===== src/rtl/reg_file_pkg.sv =====
// rtl/reg_file_pkg.sv - shared constants and types for the RV32 integer register file
package reg_file_pkg;

    localparam int DATA_W   = 32;
    localparam int ADDR_W   = 5;
    localparam int NUM_REGS = 2 ** ADDR_W;

    localparam logic [ADDR_W-1:0] ZERO_REG = 5'd0;

    typedef logic [ADDR_W-1:0] reg_addr_t;
    typedef logic [DATA_W-1:0] reg_data_t;

endpackage


===== src/rtl/reg_file_read_port.sv =====
// rtl/reg_file_read_port.sv - combinational read mux with x0 zeroing; write forwarding under REG_FILE_BYPASS_EN
module reg_file_read_port #(
    parameter int DATA_W = 32,
    parameter int ADDR_W = 5
) (
    input  logic [(2**ADDR_W)-1:0][DATA_W-1:0] regs,
    input  logic [ADDR_W-1:0]                  addr,
    input  logic                               wr_en,
    input  logic [ADDR_W-1:0]                  wr_addr,
    input  logic [DATA_W-1:0]                  wr_data,
    output logic [DATA_W-1:0]                  data
);

`ifdef REG_FILE_BYPASS_EN
    // wr_en is already qualified with reset and the x0 check by the top
    always_comb begin
        data = regs[addr];
        if (wr_en && (addr == wr_addr)) begin
            data = wr_data;
        end
        if (addr == '0) begin
            data = '0;
        end
    end
`else
    logic unused_wr;
    assign unused_wr = ^{wr_en, wr_addr, wr_data};

    always_comb begin
        data = regs[addr];
        if (addr == '0) begin
            data = '0;
        end
    end
`endif

endmodule


===== src/rtl/reg_file.sv =====
// rtl/reg_file.sv - 32x32 RV32 register file, two read ports, one write port; option REG_FILE_BYPASS_EN
module reg_file #(
    parameter int DATA_W = 32,
    parameter int ADDR_W = 5
) (
    input  logic              clk,
    input  logic              rst,
    input  logic [ADDR_W-1:0] readReg1,
    input  logic [ADDR_W-1:0] readReg2,
    input  logic [ADDR_W-1:0] writeReg,
    input  logic [DATA_W-1:0] writeData,
    input  logic              rd_we,
    output logic [DATA_W-1:0] regOut1,
    output logic [DATA_W-1:0] regOut2
);
    import reg_file_pkg::*;

    localparam int NREGS = 2 ** ADDR_W;

    logic [DATA_W-1:0]            mem [1:NREGS-1];
    logic [NREGS-1:0][DATA_W-1:0] regs_flat;
    logic                         wr_en;

    assign wr_en = rst && rd_we && (writeReg != ADDR_W'(ZERO_REG));

    always_ff @(posedge clk) begin
        if (!rst) begin
            for (int i = 1; i < NREGS; i++) begin
                mem[i] <= '0;
            end
        end else if (wr_en) begin
            mem[writeReg] <= writeData;
        end
    end

    // x0 has no storage; slot 0 of the flat view is tied to zero
    always_comb begin
        regs_flat[0] = '0;
        for (int i = 1; i < NREGS; i++) begin
            regs_flat[i] = mem[i];
        end
    end

    reg_file_read_port #(.DATA_W(DATA_W), .ADDR_W(ADDR_W)) u_read_port1 (
        .regs    (regs_flat),
        .addr    (readReg1),
        .wr_en   (wr_en),
        .wr_addr (writeReg),
        .wr_data (writeData),
        .data    (regOut1)
    );

    reg_file_read_port #(.DATA_W(DATA_W), .ADDR_W(ADDR_W)) u_read_port2 (
        .regs    (regs_flat),
        .addr    (readReg2),
        .wr_en   (wr_en),
        .wr_addr (writeReg),
        .wr_data (writeData),
        .data    (regOut2)
    );

endmodule


===== config.mk =====
export PLATFORM = sky130hd
export DESIGN_NAME = reg_file
export DESIGN_NICKNAME = d
export VERILOG_FILES = /design/src/rtl/reg_file_pkg.sv /design/src/rtl/reg_file_read_port.sv /design/src/rtl/reg_file.sv
export SDC_FILE = /design/constraint.sdc
export NUM_CORES = 2
export LEC_CHECK = 0
export BUFFER_PORTS_ARGS = -buffer_cell sky130_fd_sc_hd__buf_4
export CAP_MARGIN = 5
export CORE_MARGIN = 4
export CORE_UTILIZATION = 57
export DETAILED_ROUTE_END_ITERATION = 10
export PLACE_DENSITY = 0.74
export SYNTH_ARGS = -nofsm -noshare
export SYNTH_HDL_FRONTEND = slang
export SYNTH_SLANG_ARGS = --single-unit

===== constraint.sdc =====
create_clock -name clk -period 4.1 [get_ports clk]
set_input_delay 0.41 -clock clk [delete_from_list [all_inputs] [get_ports clk]]
set_output_delay 0.41 -clock clk [all_outputs]
set_load 0.03 [all_outputs]

Yosys cells after proc, flatten, opt, wreduce, memory -nomap -nowiden
Memories as Yosys holds them, arrays and structs flattened.
Index checks and enable logic that the tools add are counted.
{"block": "word_totals", "ff_bits": 0, "ram_bits": 992, "inputBits": 50, "elab_cells": 22, "memories": 1}
{"name": "mem", "words": 31, "word_bits": 32, "read_ports": 31, "rd_clocked_by_memory_dff": 0, "write_ports": 31, "line": "reg_file.sv:20", "source": "logic [DATA_W-1:0] mem [1:NREGS-1];"}
{"block": "op_classes", "order_cmp": 2, "n_mux": 13, "n_reduce_logical": 6}
{"cell": "$bmux 32 s5", "count": 2}
{"cell": "$mux 32", "count": 5}
{"cell": "$reduce_or 32->1", "count": 1}
{"cell": "$lt 5x6->1 const B", "count": 2}
{"cell": "$logic_not 5->1", "count": 2}
{"cell": "$mux 1", "count": 5}
{"cell": "$mux 5", "count": 1}
{"cell": "$reduce_bool 5->1", "count": 1}
{"cell": "$logic_and 1x1->1", "count": 2}

Depth between registers and ports, before layout
{"block": "logic_depth", "depth_word": 7, "mapped_depth": 8}

Cells and area by module
From an unflattened synthesis, not the netlist that was laid out.
{"block": "unflattened", "cells_unflattened": 3712, "area_unflattened_um2": 53193.5}
{"mod": "reg_file", "n_inst": 1, "cells_per_inst": 2384, "area_per_inst_um2": 36457.5, "seq_area_each_um2": 29788.6}
{"mod": "reg_file_read_port", "n_inst": 2, "cells_per_inst": 664, "area_per_inst_um2": 8368.0, "seq_area_each_um2": 0.0}

Worst setup path before layout
No wires, ideal clock.
{"block": "synth_path", "kind": "input to register", "start": "input writeReg[1]", "end": "memory mem[20][0] (enable)", "setup_time_ps": 466, "t_arrival_ps": 3339, "t_required_ps": 3634, "path_slack_ps": 295, "cell_stages": 3, "n_path_buf": 1, "path_cell_list": "or3_1 -> buf_2 -> o21ai_0"}
{"item": "start, declared", "line": "reg_file.sv:10", "source": "input logic [ADDR_W-1:0] writeReg,"}
{"item": "end, declared", "line": "reg_file.sv:20"}

Worst setup path in the final report
{"block": "layout_path", "start": "input readReg1[0]", "end": "output regOut1[14]"}
{"block": "layout_via", "elab_chain_cells": 3}
{"item": "start, declared", "line": "reg_file.sv:8", "source": "input logic [ADDR_W-1:0] readReg1,"}
{"item": "$bmux 32 s5", "line": "reg_file_read_port.sv:30", "source": "data = regs[addr];"}
{"item": "$mux 32 (not written as such)", "line": "reg_file_read_port.sv:30"}
{"item": "$mux 32 *", "line": "reg_file_read_port.sv:31", "source": "if (addr == '0) begin"}
{"item": "end, declared", "line": "reg_file.sv:13", "source": "output logic [DATA_W-1:0] regOut1,"}
Every way passes the cells marked *; elsewhere a longest branch is shown, timed or not. The select of a mux whose other input is x is not followed.

==> PnR_summary.wiki <==
{| class="wikitable"
! Metric !! Value
|-
| Fraction of synthesized cell area taken by the top area cell type || a little under three fifths
|-
| Clock Sink Count || 992
|-
| Worst setup slack after layout || between 0.6 and 0.7 ns
|-
| Final Net Count || 4083
|-
| Mean routed wirelength per cell || about 32 um
|-
| Relative area change from synthesis to final layout || 10.33%
|-
| Synthesized area per cell || approximately 13 um2
|-
| Unrepaired setup endpoints after global routing || no
|-
| # setup viols final || 0
|-
| Initial DRT Pass Iterations || 6
|-
| Fin Setup TNS || 0 ns
|-
| Worst slew margin relative to its limit || a little over a fifth
|-
| Max_cap viols || 0
|-
| Fmax || about 300 MHz
|-
| Flip-flop count of the largest register after layout || between 900 and 1k
|-
| DRT Wirelength || around 170000 um
|-
| Remaining global-route overflow || 0
|-
| Yosys cell types || 43
|-
| Cell type contributing the most total cell area after synthesis || sky130_fd_sc_hd__edfxtp_1
|-
| Transition time at the pin with the least slew margin || ~1.2 ns
|-
| Clock transition time at the flip-flop clock pins of the worst setup and hold paths || around 0.060 ns
|-
| Cell Area, Synth || roughly 0.054 mm2
|-
| Clock root cell || sky130_fd_sc_hd__clkbuf_16
|-
| Synth warn || 0
|-
| Pre-CTS worst setup slack || 0.7163 ns
|-
| Time the worst path needs with I/O delays and setup || about 3.4 ns
|-
| Result of the run || finished, final reports clean
|-
| Worst vdd rail ir drop || approximately 0.39 mV
|-
| Data arrival at the endpoint of the critical path || about 3 ns
|-
| Number of violations reported at the end of detailed-routing iteration 0 || between 4k and 5k
|-
| Row count || approximately 110
|-
| Hpwl dp || 101600 um
|-
| Overall power consumption || ~25 mW
|-
| Setup CP Type || input port to primary output
|-
| Syn Nets || between 4k and 5k
|-
| Detailed-route vias per instance || 6.784
|-
| Total Die Area || around 0.10 mm2
|-
| Main flop type after synthesis || sky130_fd_sc_hd__edfxtp_1
|-
| Maximum number of pins on one net before global-route repair || 73
|-
| Pwr dens || 411.1 mW/mm2
|-
| Number of enable flip-flop cells after synthesis || 992
|-
| Largest registers || mem (992)
|-
| DRC violation count after routing || 0
|-
| Routability congestion estimate || roughly 0.95
|-
| Width of the die || 316.1 um
|-
| Number of hold violations in the final report || 0
|-
| Quantity of hold-fixing buffers added after cts || 0
|-
| Cts repair resizes || 0
|-
| CP startpoint kind || input port
|-
| Via count of the first global-routing pass || 36.31k
|-
| Antenna violations before repair || 7
|-
| CTS tree || built
|-
| Post-synthesis instance total || 4087
|-
| Number of buffer cells added on primary ports || roughly 110
|-
| Total I/O pin count || ~110
|-
| Fraction of registers with async set/reset || 0%
|-
| Die outline height || around 320 um
|-
| CTS max path bufs || 3
|-
| Depth of the CTS H-tree || 3
|-
| Count of antenna-violating nets left after detailed routing || 0
|-
| Post-synthesis sequential element count || a little under 1k
|-
| First-pass GRT wire length || 244500 um
|-
| Top cells by area in the synthesized netlist || sky130_fd_sc_hd__edfxtp_1 55%, sky130_fd_sc_hd__mux2i_1 12%, sky130_fd_sc_hd__and2_1 11%, sky130_fd_sc_hd__mux4_2 5.4%, sky130_fd_sc_hd__o22ai_1 3.0%
|-
| Number of buffers inserted during clock tree synthesis || 104
|-
| Register with the most flip-flops || mem
|-
| Global router's overall resource usage || between 30% and 40%
|-
| Required arrival time at the worst endpoint || 3.69 ns
|-
| DR vias || ~36k
|-
| Number of pins exceeding their max-slew limit in the final report || 0
|-
| Starting utilization of the core area || between 50% and 60%
|-
| Portion of the post-synthesis area used by sequential elements || 55.04%
|-
| Largest fanout of any net on the critical path || 33
|-
| Setup Buffers After CTS || 0
|-
| Leakage component of the power || 21.87 nW
|-
| Kind of path behind the tightest hold check || input port to flop
|-
| Fraction of final layout cells with drive strength greater than 1 || between 10% and 20%
|-
| CP Capture Type || primary output
|-
| Placeable core area || between 0.09 and 0.1 mm2
|-
| Portion of the clock cycle consumed by the worst path in the final layout || a little over four fifths
|}
## path summary, 6_finish.rpt
kind	cells after the start	startpoint	endpoint	slack (ns)
setup / recovery	7	readReg1[0]	regOut1[14]	0.68
hold / removal	2	writeData[12]	mem[27][12]	0.25
## cell usage in the layout (no fill, tap or decap), types with 32 or more instances in the layout
master and n:
sky130_fd_sc_hd__mux2i_1 641, sky130_fd_sc_hd__a21oi_1 32, sky130_fd_sc_hd__clkbuf_16 105, sky130_fd_sc_hd__nor2b_1 32, sky130_fd_sc_hd__mux4_2 129, sky130_fd_sc_hd__nor3_1 129
sky130_fd_sc_hd__a22oi_1 63, sky130_fd_sc_hd__o22ai_1 256, sky130_fd_sc_hd__edfxtp_1 992, sky130_fd_sc_hd__buf_4 245, sky130_fd_sc_hd__a221o_1 63, sky130_fd_sc_hd__nor4_2 32
sky130_fd_sc_hd__mux2_2 35, sky130_fd_sc_hd__and2_1 994
## critical path: stages
cell	delay [ns]
sky130_fd_sc_hd__buf_8	0.33
sky130_fd_sc_hd__nor2b_2	0.56
sky130_fd_sc_hd__buf_4	0.34
sky130_fd_sc_hd__a221o_1	0.19
sky130_fd_sc_hd__a21oi_1	0.09
sky130_fd_sc_hd__nor4_2	0.73
sky130_fd_sc_hd__buf_4	0.29
## cells by family after synthesis
kind of cell / count (synthesis) / share of synthesized area, %
buffers and inverters: 433 / 4.009
flip-flops: 992 / 55.04
AND/OR/NAND/NOR: 1288 / 15.04
AO/OA/AOI/OAI: 540 / 7.363
multiplexers: 834 / 18.55
## through the flow
stage          util, %  hold slack [ns]  cell area [um2]  instances
2_1_floorplan        -           0.6082            54120       4087
3_3_place_gp     60.15           0.9231            56390       5181
3_5_place_dp     60.15           0.9287            56390       5181
4_1_cts          63.68           0.2105            59700       5370
5_1_grt          63.68           0.2498            59700       5370
6_report         63.69           0.2476            59710       5377
## final cells by class
| type | instances | area, um2 |
|---|---|---|
| fill | 6923 | 34040 |
| sequential | 992 | 29790 |
| multi-input combinational | 2662 | 22650 |
| clock buffer | 125 | 2703 |
| timing repair buffer | 273 | 2381 |
| tap | 1254 | 1569 |
| clock inverter | 64 | 605.6 |
| antenna | 7 | 17.52 |
## power by group
part	total (mW)	internal, mW	switching, mW
logic	3.26	1.18	2.08
clock network	9.29	5.31	3.98
registers	12.0	11.7	0.286
## Yosys cell counts (35+ instances only)
master and count:
sky130_fd_sc_hd__mux2i_1 641, sky130_fd_sc_hd__a22oi_1 63, sky130_fd_sc_hd__and2_1 994, sky130_fd_sc_hd__buf_6 37, sky130_fd_sc_hd__mux4_2 129, sky130_fd_sc_hd__clkbuf_1 263
sky130_fd_sc_hd__buf_2 62, sky130_fd_sc_hd__buf_4 47, sky130_fd_sc_hd__nor2b_1 36, sky130_fd_sc_hd__o22ai_1 256, sky130_fd_sc_hd__nor3_1 129, sky130_fd_sc_hd__mux2_2 35
sky130_fd_sc_hd__edfxtp_1 992, sky130_fd_sc_hd__a221o_1 63
## routing by layer
metal | GRT usage (%) | share of wire (%)
met5 | 0 | 0.014
met4 | 16.88 | 5.7
met3 | 6.392 | 11
met2 | 52.60 | 46
met1 | 45.73 | 37
Power figures use the tool's default switching activity.
